[src/rtl/ab_log_pkg.sv]
// Shared types and constants for the A/B edit event logger.
// An event record is {timestamp, ab_evt_t}; the timestamp width is set by the logger.
package ab_log_pkg;

    localparam int REF_W = 3;
    localparam logic [REF_W-1:0] NO_EDIT = 3'd0;

    typedef struct packed {
        logic [REF_W-1:0] ref_a;
        logic [REF_W-1:0] ref_b;
        logic             a_in;
        logic             b_in;
        logic             a_out;
        logic             b_out;
    } ab_evt_t;

    localparam int EVT_W = $bits(ab_evt_t);

    function automatic logic is_edit(input logic [REF_W-1:0] r);
        return r != NO_EDIT;
    endfunction

endpackage

[src/rtl/ab_log_fifo.sv]
// Event record FIFO: unreset storage, wrap-bit pointers, registered-only read path.
// A push while full is accepted only when a pop happens in the same cycle.
module ab_log_fifo #(
    parameter int DEPTH = 8,
    parameter int WIDTH = 26
) (
    input  logic             clk,
    input  logic             rst_n,
    input  logic             push,
    input  logic [WIDTH-1:0] wr_data,
    output logic             full,
    input  logic             pop,
    output logic [WIDTH-1:0] rd_data,
    output logic             empty
);
    localparam int AW = $clog2(DEPTH);
    localparam logic [AW:0] PTR_ONE = {{AW{1'b0}}, 1'b1};

    logic [AW:0]      wr_ptr;
    logic [AW:0]      rd_ptr;
    logic [WIDTH-1:0] mem [DEPTH];
    logic             do_push;
    logic             do_pop;

    assign empty   = (wr_ptr == rd_ptr);
    assign full    = (wr_ptr[AW] != rd_ptr[AW]) && (wr_ptr[AW-1:0] == rd_ptr[AW-1:0]);
    assign do_pop  = pop && !empty;
    assign do_push = push && (!full || do_pop);
    assign rd_data = mem[rd_ptr[AW-1:0]];

    always_ff @(posedge clk) begin
        if (!rst_n) begin
            wr_ptr <= '0;
            rd_ptr <= '0;
        end else begin
            if (do_push) wr_ptr <= wr_ptr + PTR_ONE;
            if (do_pop)  rd_ptr <= rd_ptr + PTR_ONE;
        end
    end

    // When full, the write slot equals the head slot being popped this cycle.
    always_ff @(posedge clk) begin
        if (do_push) mem[wr_ptr[AW-1:0]] <= wr_data;
    end

endmodule

[src/rtl/ab_edit_event_logger.sv]
// Logs cycles where either enforcement policy edits A/B into a FIFO with a timestamp,
// and keeps saturating edit/drop statistics plus a sticky overflow flag.
module ab_edit_event_logger
    import ab_log_pkg::*;
#(
    parameter int DEPTH = 8,
    parameter int TS_W  = 16,
    parameter int CNT_W = 16
) (
    input  logic                  clk,
    input  logic                  rst_n,
    input  logic                  A_ctp_in,
    input  logic                  B_ctp_in,
    input  logic                  A_ctp_out,
    input  logic                  B_ctp_out,
    input  logic [REF_W-1:0]      policy_a_recovery_ref,
    input  logic [REF_W-1:0]      policy_b_recovery_ref,
    input  logic                  clear_stats,
    output logic                  evt_valid,
    input  logic                  evt_ready,
    output logic [TS_W+EVT_W-1:0] evt_data,
    output logic [CNT_W-1:0]      edits_a,
    output logic [CNT_W-1:0]      edits_b,
    output logic [CNT_W-1:0]      dropped,
    output logic                  overflow
);
    localparam logic [TS_W-1:0]  TS_ONE  = {{(TS_W-1){1'b0}}, 1'b1};
    localparam logic [CNT_W-1:0] CNT_ONE = {{(CNT_W-1){1'b0}}, 1'b1};

    logic [TS_W-1:0] ts;
    ab_evt_t         rec;
    logic            edit_a;
    logic            edit_b;
    logic            is_evt;
    logic            full;
    logic            empty;
    logic            drop;

    assign edit_a = is_edit(policy_a_recovery_ref);
    assign edit_b = is_edit(policy_b_recovery_ref);
    assign is_evt = edit_a || edit_b;

    always_comb begin
        rec       = '0;
        rec.ref_a = policy_a_recovery_ref;
        rec.ref_b = policy_b_recovery_ref;
        rec.a_in  = A_ctp_in;
        rec.b_in  = B_ctp_in;
        rec.a_out = A_ctp_out;
        rec.b_out = B_ctp_out;
    end

    // A full FIFO still accepts the event if the head leaves in the same cycle.
    assign drop      = is_evt && full && !evt_ready;
    assign evt_valid = !empty;

    ab_log_fifo #(
        .DEPTH(DEPTH),
        .WIDTH(TS_W + EVT_W)
    ) u_fifo (
        .clk    (clk),
        .rst_n  (rst_n),
        .push   (is_evt),
        .wr_data({ts, rec}),
        .full   (full),
        .pop    (evt_ready),
        .rd_data(evt_data),
        .empty  (empty)
    );

    always_ff @(posedge clk) begin
        if (!rst_n) ts <= '0;
        else        ts <= ts + TS_ONE;
    end

    always_ff @(posedge clk) begin
        if (!rst_n || clear_stats) begin
            edits_a  <= '0;
            edits_b  <= '0;
            dropped  <= '0;
            overflow <= 1'b0;
        end else begin
            if (edit_a && (edits_a != '1)) edits_a <= edits_a + CNT_ONE;
            if (edit_b && (edits_b != '1)) edits_b <= edits_b + CNT_ONE;
            if (drop) begin
                if (dropped != '1) dropped <= dropped + CNT_ONE;
                overflow <= 1'b1;
            end
        end
    end

endmodule
[config.mk]
export PLATFORM = sky130hd
export DESIGN_NAME = ab_edit_event_logger
export DESIGN_NICKNAME = d
export VERILOG_FILES = /design/src/rtl/ab_log_pkg.sv /design/src/rtl/ab_log_fifo.sv /design/src/rtl/ab_edit_event_logger.sv
export SDC_FILE = /design/constraint.sdc
export NUM_CORES = 1
export LEC_CHECK = 0
export CORE_ASPECT_RATIO = 1.1
export CORE_MARGIN = 2
export CORE_UTILIZATION = 60
export CTS_CLUSTER_DIAMETER = 50
export CTS_CLUSTER_SIZE = 8
export DETAILED_ROUTE_END_ITERATION = 10
export GPL_ROUTABILITY_DRIVEN = 0
export PLACE_DENSITY = 0.82
export SLEW_MARGIN = 20
export SYNTH_ARGS = -nofsm -noshare
export SYNTH_HDL_FRONTEND = slang
export SYNTH_HIERARCHICAL = 1
export SYNTH_SLANG_ARGS = --single-unit
[constraint.sdc]
create_clock -name clk -period 7.5 [get_ports clk]
set_clock_uncertainty 0.2 [all_clocks]
set_input_delay 1.5 -clock clk [delete_from_list [all_inputs] [get_ports clk]]
set_output_delay 1.5 -clock clk [all_outputs]
set_load 0.02 [all_outputs]
=== Word-level counts from Yosys, hierarchy flattened ===
Memories as Yosys holds them, arrays and structs flattened. A register that Yosys moved wholly into a read port is not among the register bits.
Cells that the tools add are included.

* Eq/ne operators: 6
* Add/sub/neg operators: 6
* Reductions and logical operators: 17
* Mux-type cells: 4

{| class="wikitable"
|+ Operator list
! kind !! count
|-
| adder 16 x 1 -> 16 bit (second input constant) || 4
|-
| inequality test 16 bit (second input constant) || 3
|-
| adder 4 x 1 -> 4 bit (second input constant) || 2
|-
| logical AND 1 bit || 7
|-
| two-way mux 3 bit || 2
|-
| nonzero test 3 bit || 2
|-
| equality test 4 bit || 1
|-
| logical NOT 1 bit || 4
|-
| equality test 3 bit || 1
|-
| logical OR 1 bit || 3
|-
| two-way mux 1 bit || 2
|-
| AND reduction 2 bit || 1
|-
| inequality test 1 bit || 1
|}

* Bits in registers: 73
* Memories: 1
* Memory bits (writable): 208
* Output and inout bits: 76

{| class="wikitable"
|+ Memories
! memory !! depth !! width !! rd ports !! clocked after Yosys merged registers in !! wr ports !! RTL line !! text
|-
| u_fifo.mem || 8 || 26 || 1 || 1 || 1 || ab_log_fifo.sv:21 || <nowiki>logic [WIDTH-1:0] mem [DEPTH];</nowiki>
|}

=== Logic depth before layout (Yosys ltp) ===
Gate-level depths: netlist of run 1.

* Word-level depth: 7
* Depth in mapped cells: 9

=== Modules after synthesis ===
The synthesis of run 1 kept the hierarchy.

{| class="wikitable"
|+ By module, submodules not included
! module !! cells an instance !! area each (sq um) !! times used !! seq. area each (sq um)
|-
| ab_log_fifo || 372 || 8,375.5 || 1 || 6,466.2
|-
| ab_edit_event_logger || 389 || 3,313.2 || 1 || 1,301.2
|}

=== Least setup slack after synthesis of run 1 ===
Ideal clock, no wire load.

* Path type: reg-to-reg
* Start: reg u_fifo.wr_ptr[1]
* End: mem u_fifo.mem[0][0], enable pin
* Library setup time: 0.475 ns
* Setup slack: 3.413 ns
* Required time: 6.825 ns
* Buffers on the path: 1
* Arrival: 3.412 ns
* Cell stages (with the launch flop): 6
* Path through: dfxtp_1 > buf_2 > xnor2_1 > nand4_1 > o21ai_2 > nor4_1

* Word-level cells in the longest chain between the ends: 7
* Elaborated cells between the ends (all ways): 10
* Those cells by class: 2 x eq/ne; 2 x mux; 6 x reduce/logical

{| class="wikitable"
|+ Ends and longest elaborated chain
! what !! RTL line !! text
|-
| start: declaration || ab_log_fifo.sv:19 || <nowiki>logic [AW:0] wr_ptr;</nowiki>
|-
| start signal: assignment || ab_log_fifo.sv:36 || <nowiki>if (do_push) wr_ptr <= wr_ptr + PTR_ONE;</nowiki>
|-
| equality test 4 bit or equality test 3 bit (tied branches) || ab_log_fifo.sv:25, ab_log_fifo.sv:26 ||
|-
| logical NOT 1 bit or logical AND 1 bit (tied branches) || ab_log_fifo.sv:27, ab_log_fifo.sv:26 ||
|-
| logical AND 1 bit or logical NOT 1 bit (tied branches) || ab_log_fifo.sv:27, ab_log_fifo.sv:28 ||
|-
| logical OR 1 bit || ab_log_fifo.sv:28 || <nowiki>assign do_push = push && (!full || do_pop);</nowiki>
|-
| logical AND 1 bit || ab_log_fifo.sv:28 ||
|-
| two-way mux 1 bit || ab_log_fifo.sv:43 || <nowiki>if (do_push) mem[wr_ptr[AW-1:0]] <= wr_data;</nowiki>
|-
| two-way mux 1 bit (not written as such) || ab_log_fifo.sv:43 ||
|-
| end: declaration || ab_log_fifo.sv:21 ||
|}

Parallel ways exist; a longest one is shown, timed or not.

==> flow_summary.html, run 1 <==
<table>
<tr><th>Metric</th><th>Value</th></tr>
<tr><th colspan="2">Route</th></tr>
<tr><td>Detailed Route Iter0 Violations</td><td>470</td></tr>
<tr><td>Vias per cell</td><td>6.34</td></tr>
<tr><td>First-pass iteration count of the detailed router</td><td>6</td></tr>
<tr><td>Final antenna-violating net count</td><td>0</td></tr>
<tr><td>Drc violations</td><td>0</td></tr>
<tr><td>Via Count</td><td>slightly above 7000</td></tr>
<tr><td>DRT Wirelength</td><td>between 20000 and 25000 microns</td></tr>
<tr><td>Detail-routed net length per standard cell</td><td>between 20 and 25 microns</td></tr>
<tr><th colspan="2">Power and ir drop</th></tr>
<tr><td>Power density relative to cell area</td><td>between 200 and 300 nW/um^2</td></tr>
<tr><td>Leakage power figure</td><td>~4.5 nW</td></tr>
<tr><td>Maximum resistive drop on vdd</td><td>0.000226 V</td></tr>
<tr><th colspan="2">STA</th></tr>
<tr><td>Crit path time final</td><td>approximately 4.6 ns</td></tr>
<tr><td>Final Max Slew Viols</td><td>0</td></tr>
<tr><td>Setup repair after global routing missed its margin</td><td>no</td></tr>
<tr><td>Fin. Hold Viols</td><td>0</td></tr>
<tr><td>Worst-margin pin slew</td><td>around 0.88 ns</td></tr>
<tr><td>Worst Hold Margin</td><td>~0.29 ns</td></tr>
<tr><td>Final-layout setup total negative slack</td><td>0 ns</td></tr>
<tr><td>Setup violators final</td><td>0</td></tr>
<tr><td>Fraction of the cycle the final worst path needs</td><td>a little over 60%</td></tr>
<tr><td>Highest Clock Rate</td><td>around 220 MHz</td></tr>
<tr><td>Normalized max-slew margin</td><td>between 40% and 50%</td></tr>
<tr><th colspan="2">Die</th></tr>
<tr><td>Die height</td><td>150 microns</td></tr>
<tr><td>Starting Density</td><td>around three fifths</td></tr>
<tr><td>Die boundary width</td><td>roughly 140 microns</td></tr>
<tr><td>Area of the core</td><td>around 19000 sq um</td></tr>
<tr><td>Standard-cell rows</td><td>53</td></tr>
<tr><td>I/O pin total</td><td>90</td></tr>
<tr><td>Die ar.</td><td>around 21000 sq um</td></tr>
<tr><th colspan="2">CTS</th></tr>
<tr><td>Count of H-tree levels built during CTS</td><td>2</td></tr>
<tr><td>Skew-Pair Late Insertion Delay</td><td>between 0.5 and 0.6 ns</td></tr>
<tr><td>Count of cells resized by post-cts repair</td><td>0</td></tr>
<tr><td>Buffer count from post-CTS setup fixing</td><td>0</td></tr>
<tr><td>Num CTS Buffers</td><td>slightly above 40</td></tr>
<tr><td>CTS hold repair buffers</td><td>0</td></tr>
<tr><td>Maximum root-to-sink buffer count</td><td>3</td></tr>
<tr><td>Clock Pin Slew Worst Setup and Hold Paths</td><td>~0.050 ns</td></tr>
<tr><td>Num Clock Sinks</td><td>~280</td></tr>
<tr><td>Clock tree from TritonCTS</td><td>yes</td></tr>
<tr><td>Root buf cell</td><td>sky130_fd_sc_hd__clkbuf_16</td></tr>
<tr><th colspan="2">Worst setup path</th></tr>
<tr><td>Setup CP Type</td><td>reg -&gt; out</td></tr>
<tr><td>Element type at the critical path end</td><td>primary output</td></tr>
<tr><td>CP Max Fanout</td><td>30</td></tr>
<tr><td>Count of buffer and inverter cells on the critical path</td><td>2</td></tr>
<tr><td>Critical path cell sequence</td><td>buf_12 &gt; mux4_2 &gt; mux2_2 &gt; clkdlybuf4s50_1</td></tr>
<tr><td>Family of cells with the greatest summed delay on the critical path</td><td>buffers and inverters</td></tr>
<tr><td>Delay contributed by the slowest stage of the critical path</td><td>approximately 0.74 ns</td></tr>
<tr><td>Critical Path Source Type</td><td>flip-flop</td></tr>
<tr><td>Critical Path RT</td><td>just under 6 ns</td></tr>
<tr><td>Library cell contributing the largest single delay on the critical path</td><td>sky130_fd_sc_hd__dfxtp_4</td></tr>
<tr><td>Arrival time at the worst endpoint</td><td>~3 ns</td></tr>
<tr><th colspan="2">Logic synthesis</th></tr>
<tr><td>Yosys Warn Count</td><td>6</td></tr>
<tr><td>Share of synthesized flip-flops with an asynchronous set or reset</td><td>0%</td></tr>
<tr><td>Mean area per synthesized cell</td><td>~15 sq um</td></tr>
<tr><td>Count of different cell masters after synthesis</td><td>54</td></tr>
<tr><td>Synthesized flop and latch total</td><td>284</td></tr>
<tr><td>Leading register cell type out of synthesis</td><td>sky130_fd_sc_hd__edfxtp_1</td></tr>
<tr><td>Sequential fraction of the synthesis area</td><td>between 60% and 70%</td></tr>
<tr><td>Number of nets produced by synthesis</td><td>slightly below 800</td></tr>
<tr><td>Count of flip-flops with a built-in enable after synthesis</td><td>208</td></tr>
<tr><td>Cell count after synthesis</td><td>761</td></tr>
<tr><td>Netlist area before placement</td><td>11700 sq um</td></tr>
<tr><th colspan="2">Cells and area</th></tr>
<tr><td>Layout cells sized above 1</td><td>around 18%</td></tr>
<tr><td>Filler cell count</td><td>1106</td></tr>
<tr><td>Net count of the finished layout</td><td>a little under 900</td></tr>
<tr><td>Layout Area Growth over Synthesis</td><td>20.2%</td></tr>
<tr><td>Most common cell after layout, fill and taps aside</td><td>sky130_fd_sc_hd__edfxtp_1</td></tr>
<tr><td>Most frequent cells in the layout</td><td>sky130_fd_sc_hd__edfxtp_1, sky130_fd_sc_hd__clkdlybuf4s50_1, sky130_fd_sc_hd__dfxtp_1, sky130_fd_sc_hd__mux4_2</td></tr>
<tr><td>Area taken by flip-flops and latches</td><td>between 7000 and 8000 sq um</td></tr>
<tr><td>Multi-input combinational cell area</td><td>about 3700 sq um</td></tr>
<tr><td>Inserted Diodes</td><td>0</td></tr>
<tr><td>Final Cell Area</td><td>14000 sq um</td></tr>
<tr><th colspan="2">Global route</th></tr>
<tr><td>Global-route track usage on met3</td><td>under 10%</td></tr>
<tr><td>Largest net degree at the start of global routing</td><td>53</td></tr>
<tr><td>Initial antenna violation count</td><td>0</td></tr>
<tr><td>Global route total overflow</td><td>0</td></tr>
<tr><td>Global routing usage on met2</td><td>a little over two fifths</td></tr>
<tr><td>Global-route total usage across every layer</td><td>around 25%</td></tr>
<tr><td>First-pass GRT wire length</td><td>roughly 39000 microns</td></tr>
<tr><td>Global-route met1 utilization</td><td>about a third</td></tr>
<tr><td>GR peak layer</td><td>met2</td></tr>
<tr><td>Number of global-route vias before repair</td><td>7356</td></tr>
<tr><th colspan="2">Place</th></tr>
<tr><td>Total of buffers placed on input and output ports</td><td>89</td></tr>
<tr><td>Total cell area at the placement stage</td><td>12800 sq um</td></tr>
<tr><td>HPWL reported at the end of detailed placement</td><td>roughly 14000 microns</td></tr>
<tr><th colspan="2">Worst hold path</th></tr>
<tr><td>Worst min path class</td><td>reg -&gt; reg</td></tr>
<tr><th colspan="2">Run status</th></tr>
<tr><td>Status</td><td>finished clean</td></tr>
<tr><th colspan="2">Job</th></tr>
<tr><td>Max_cap viols</td><td>0</td></tr>
</table>
[worst min-delay path, stage by stage, from the launching register on]
cell                      delay, ns
sky130_fd_sc_hd__dfxtp_1       0.32
sky130_fd_sc_hd__nor2_1        0.05
sky130_fd_sc_hd__nor2_1        0.08
[state kept, by name (all words and copies together) (netlist names), named ones only]
register / flops
u_fifo/rd_ptr: 4
edits_b: 16
u_fifo/wr_ptr: 4
dropped: 16
overflow: 1
edits_a: 16
u_fifo/mem: 208
ts: 16
[per-layer routing]
| layer | up-vias | wire [microns] | part of all wire, % |
|---|---|---|---|
| met5 | - | 0 | 0 |
| met2 | 322 | 12500 | 51 |
| met1 | 3622 | 9790 | 40 |
| met4 | 0 | 546 | 2.2 |
| met3 | 54 | 1880 | 7.6 |
| li1 | 3277 | - | - |
[synthesized netlist by cell type, drive strengths merged, types with 9 or more instances]
cell	n	area [sq um]
edfxtp	208	6250
dfxtp	76	1520
mux4	52	1170
nand2	42	158
a21oi	33	165
nand3	28	145
mux2	26	293
nor2	25	93.8
nand4	22	138
o21ai	20	104
clkbuf	19	81.3
buf	17	103
o31ai	16	120
or3	16	101
mux2i	15	150
or4	15	113
and4	12	106
inv	12	45.0
nor4	12	90.1
or2	10	62.6
xor2	10	87.6
nor3	9	45.0
[metrics by stage]
stage          cells  worst slack [ns]  total power, mW  utilization (%)
2_1_floorplan    761              2.44             2.19                -
3_3_place_gp    1072              3.25             2.35             67.1
3_5_place_dp    1072              3.15             2.37             67.1
4_1_cts         1146              2.67             4.05             73.4
5_1_grt         1147              2.68             4.16             73.5
6_report        1147              2.87             4.03             73.5
[cell families (layout without fill, tap and decap cells)]
family | count (synthesis) | in the layout | synth area share (%)
AND/OR/NAND/NOR | 210 | 210 | 10.0
AO/OA/AOI/OAI | 103 | 103 | 5.81
adder cells (fa/ha/maj) | 6 | 6 | 0.642
multiplexers | 93 | 93 | 13.8
flip-flops | 284 | 284 | 66.5
buffers and inverters | 49 | 188 | 2.07
XOR/XNOR | 16 | 16 | 1.20
[path summary, 6_finish.rpt]
kind	from	to	slack, ns	cells after the start
worst max-delay path	flip-flop	evt_data[25]	2.87	4
worst min register to register	overflow$_SDFFE_PP0P_	overflow$_SDFFE_PP0P_	0.29	2
worst min-delay path	overflow$_SDFFE_PP0P_	overflow$_SDFFE_PP0P_	0.29	2
worst max register to register	u_fifo/wr_ptr[2]$_SDFFE_PN0P_	dropped[3]$_SDFFE_PP0P_	4.69	7
[power breakdown]
part	total, mW	internal (mW)	leakage (nW)	switching, mW
sequential	1.81	1.76	2.56	0.0566
clock	1.68	1.06	0.573	0.622
combinational	0.532	0.285	1.38	0.247
[area by class of cell]
cell class | count | area share, %
Multi-Input combinational cell | 428 | 26.4
Inverter | 12 | 0.321
Clock inverter | 1 | 0.116
Clock buffer | 73 | 8.45
Tap cell | 247 | 2.20
Timing Repair Buffer | 102 | 7.13
Sequential cell | 284 | 55.3
(Power assumes the default switching activity.)
==> run 2, diff against run 1 <==
--- a/config.mk
+++ b/config.mk
@@ -7,12 +7,12 @@
 export LEC_CHECK = 0
 export CORE_ASPECT_RATIO = 1.1
 export CORE_MARGIN = 2
-export CORE_UTILIZATION = 60
+export CORE_UTILIZATION = 58
 export CTS_CLUSTER_DIAMETER = 50
 export CTS_CLUSTER_SIZE = 8
 export DETAILED_ROUTE_END_ITERATION = 10
 export GPL_ROUTABILITY_DRIVEN = 0
-export PLACE_DENSITY = 0.82
+export PLACE_DENSITY = 0.79
 export SLEW_MARGIN = 20
 export SYNTH_ARGS = -nofsm -noshare
 export SYNTH_HDL_FRONTEND = slang
==> constraint.sdc (replaced) <==
create_clock -name clk -period 4.7 [get_ports clk]
set_clock_uncertainty 0.2 [all_clocks]
set_input_delay 0.94 -clock clk [delete_from_list [all_inputs] [get_ports clk]]
set_output_delay 0.94 -clock clk [all_outputs]
set_load 0.02 [all_outputs]
==> run 2 against run 1 <==
Compared with the run above:
- critical path depth unchanged
- count of clock-buffer cells in the layout shrank 1
- power increased by 61%
- routed wire length up 2.0%
- highest routed layer unchanged
==> flow_summary.html, run 2 (synthesis gave the netlist of run 1 again) <==
<table>
<tr><th>Metric</th><th>Value</th></tr>
<tr><th colspan="2">Worst setup path</th></tr>
<tr><td>Arrival time at the worst endpoint</td><td>about 2.7 ns</td></tr>
<tr><td>Critical Path Source Type</td><td>flip-flop</td></tr>
<tr><td>Delay contributed by the slowest stage of the critical path</td><td>0.60 ns</td></tr>
<tr><td>Critical Path RT</td><td>~3.6 ns</td></tr>
<tr><td>Count of buffer and inverter cells on the critical path</td><td>2</td></tr>
<tr><td>Library cell contributing the largest single delay on the critical path</td><td>sky130_fd_sc_hd__clkdlybuf4s50_1</td></tr>
<tr><td>Element type at the critical path end</td><td>primary output</td></tr>
<tr><td>Setup CP Type</td><td>reg -&gt; out</td></tr>
<tr><td>Family of cells with the greatest summed delay on the critical path</td><td>buffers and inverters</td></tr>
<tr><td>CP Max Fanout</td><td>52</td></tr>
<tr><td>Critical path cell sequence</td><td>buf_4 &gt; mux4_2 &gt; mux2_2 &gt; clkdlybuf4s50_1</td></tr>
<tr><th colspan="2">Route</th></tr>
<tr><td>Detail-routed net length per standard cell</td><td>approximately 22 microns</td></tr>
<tr><td>Met2 Routed Length</td><td>~13000 microns</td></tr>
<tr><td>Detailed Route Iter0 Violations</td><td>around 640</td></tr>
<tr><td>Vias per cell</td><td>roughly 6.3</td></tr>
<tr><td>Uppermost routed layer</td><td>met4</td></tr>
<tr><td>First-pass iteration count of the detailed router</td><td>5</td></tr>
<tr><td>Length of routed wiring on met1</td><td>about 10000 microns</td></tr>
<tr><td>DRT Wirelength</td><td>~25000 microns</td></tr>
<tr><td>Drc violations</td><td>0</td></tr>
<tr><td>Met3 Wirelength</td><td>1620 microns</td></tr>
<tr><td>Via Count</td><td>~7300</td></tr>
<tr><td>Final antenna-violating net count</td><td>0</td></tr>
<tr><th colspan="2">Cells and area</th></tr>
<tr><td>Layout Area Growth over Synthesis</td><td>20.5%</td></tr>
<tr><td>Most frequent cells in the layout</td><td>sky130_fd_sc_hd__edfxtp_1, sky130_fd_sc_hd__clkdlybuf4s50_1, sky130_fd_sc_hd__dfxtp_1, sky130_fd_sc_hd__mux4_2, sky130_fd_sc_hd__clkbuf_16</td></tr>
<tr><td>Inserted Diodes</td><td>0</td></tr>
<tr><td>Most common cell after layout, fill and taps aside</td><td>sky130_fd_sc_hd__edfxtp_1</td></tr>
<tr><td>Net count of the finished layout</td><td>891</td></tr>
<tr><td>Non-filler instance count after layout</td><td>roughly 1200</td></tr>
<tr><td>Flip-flop count of the largest register after layout</td><td>208</td></tr>
<tr><td>Filler cell count</td><td>about 1200</td></tr>
<tr><td>Layout cells sized above 1</td><td>~18%</td></tr>
<tr><td>Area taken by flip-flops and latches</td><td>slightly below 8000 sq um</td></tr>
<tr><td>Multi-input combinational cell area</td><td>3710 sq um</td></tr>
<tr><th colspan="2">Job</th></tr>
<tr><td>Max_cap viols</td><td>0</td></tr>
<tr><th colspan="2">Die</th></tr>
<tr><td>Standard-cell rows</td><td>between 50 and 60</td></tr>
<tr><td>I/O pin total</td><td>90</td></tr>
<tr><td>Die boundary width</td><td>approximately 140 microns</td></tr>
<tr><td>Starting Density</td><td>59.0%</td></tr>
<tr><td>Area of the core</td><td>approximately 20000 sq um</td></tr>
<tr><td>Die ar.</td><td>~21000 sq um</td></tr>
<tr><td>Die height</td><td>153 microns</td></tr>
<tr><th colspan="2">STA</th></tr>
<tr><td>Final Max Slew Viols</td><td>0</td></tr>
<tr><td>Worst-margin pin slew</td><td>just over 0.8 ns</td></tr>
<tr><td>Setup repair after global routing missed its margin</td><td>no</td></tr>
<tr><td>Fin. Hold Viols</td><td>0</td></tr>
<tr><td>Final-layout setup total negative slack</td><td>0 ns</td></tr>
<tr><td>Highest Clock Rate</td><td>259 MHz</td></tr>
<tr><td>Setup violators final</td><td>0</td></tr>
<tr><td>Crit path time final</td><td>approximately 3.9 ns</td></tr>
<tr><td>Fraction of the cycle the final worst path needs</td><td>between 80% and 90%</td></tr>
<tr><td>Normalized max-slew margin</td><td>between 40 and 50%</td></tr>
<tr><th colspan="2">CTS</th></tr>
<tr><td>Clock Pin Slew Worst Setup and Hold Paths</td><td>around 0.050 ns</td></tr>
<tr><td>Clock tree from TritonCTS</td><td>yes</td></tr>
<tr><td>Num Clock Sinks</td><td>284</td></tr>
<tr><td>Skew-Pair Late Insertion Delay</td><td>0.51 ns</td></tr>
<tr><td>CTS hold repair buffers</td><td>0</td></tr>
<tr><td>Num CTS Buffers</td><td>around 40</td></tr>
<tr><td>Buffer count from post-CTS setup fixing</td><td>0</td></tr>
<tr><td>Root buf cell</td><td>sky130_fd_sc_hd__clkbuf_16</td></tr>
<tr><td>Count of cells resized by post-cts repair</td><td>0</td></tr>
<tr><td>Count of H-tree levels built during CTS</td><td>2</td></tr>
<tr><td>Maximum root-to-sink buffer count</td><td>3</td></tr>
<tr><th colspan="2">Global route</th></tr>
<tr><td>Initial antenna violation count</td><td>0</td></tr>
<tr><td>Global route total overflow</td><td>0</td></tr>
<tr><td>Global-route total usage across every layer</td><td>around a quarter</td></tr>
<tr><td>Largest net degree at the start of global routing</td><td>between 50 and 60</td></tr>
<tr><td>First-pass GRT wire length</td><td>approximately 41000 microns</td></tr>
<tr><td>Number of global-route vias before repair</td><td>~7500</td></tr>
<tr><th colspan="2">Place</th></tr>
<tr><td>Placed cells</td><td>roughly 1100</td></tr>
<tr><td>Total of buffers placed on input and output ports</td><td>just under 90</td></tr>
<tr><td>HPWL reported at the end of detailed placement</td><td>between 10000 and 15000 microns</td></tr>
<tr><th colspan="2">Worst hold path</th></tr>
<tr><td>Worst min path class</td><td>reg -&gt; reg</td></tr>
<tr><th colspan="2">Power and ir drop</th></tr>
<tr><td>Leakage power figure</td><td>~4.5 nW</td></tr>
<tr><td>Power density relative to cell area</td><td>461 nW/um^2</td></tr>
<tr><td>Design Power</td><td>~6.5 mW</td></tr>
<tr><td>Maximum resistive drop on vdd</td><td>around 0.00029 V</td></tr>
<tr><th colspan="2">Run status</th></tr>
<tr><td>Status</td><td>finished clean</td></tr>
</table>
[run 2: cell count changes in the layout (fill, tap and decap cells not counted), sizes merged]
cell    before  now
buf         13   15
inv         12   13
clkbuf      73   72
clkinv       1    0
bufinv       0    1
[run 2: cell type report]
cell class              count  area share, %
flip-flops and latches    284           55.2
multi-input cells         428           26.4
clock buffers              72           8.41
repair buffers            104           7.21
well taps                 252           2.24
inverters                  12          0.320
clock inverters             2          0.275
[run 2: final timing paths]
path,from,end,slack [ns],cells past startpoint
worst max register to register,u_fifo/wr_ptr[0]$_SDFFE_PN0P_,dropped[3]$_SDFFE_PP0P_,1.82,8
worst min-delay path,dropped[4]$_SDFFE_PP0P_,dropped[4]$_SDFFE_PP0P_,0.29,2
worst max-delay path,flip-flop,evt_data[9],0.84,4
worst min register to register,dropped[4]$_SDFFE_PP0P_,dropped[4]$_SDFFE_PP0P_,0.29,2
[run 2: worst reg2reg max path: cells and delay by family, from the launching register on]
kind | cells | cell delay [ns]
flops | 1 | 0.54
compound gates | 2 | 0.33
xor+xnor | 1 | 0.23
buf+inv | 2 | 0.35
simple gates | 3 | 1.16
[run 2: metal layers]
| metal | vias to the layer above | global-route usage (%) |
|---|---|---|
| met5 | - | 0 |
| met4 | 0 | 7.50 |
| met3 | 55 | 4.48 |
| met2 | 308 | 41.5 |
| met1 | 3683 | 31.4 |
| li1 | 3275 | - |
[run 2: power by group]
group / switching [mW] / total, mW / internal, mW
Clock: 1.00 / 2.75 / 1.75
Sequential: 0.0471 / 2.85 / 2.80
Combinational: 0.438 / 0.895 / 0.456
Total: 1.49 / 6.49 / 5.00
[run 2: metrics by stage]
| stage | hold slack, ns | instance area, sq um | setup slack [ns] | util, % |
|---|---|---|---|---|
| detailed placement | 0.284 | 12900 | 0.754 | 65.0 |
| finish | 0.294 | 14100 | 0.838 | 71.2 |
| global route | 0.310 | 14100 | 0.731 | 71.2 |
| global placement | 0.257 | 12900 | 0.907 | 65.0 |
| floorplan | 0.279 | 11700 | 0.204 | - |
| CTS | 0.295 | 14100 | 0.800 | 71.2 |
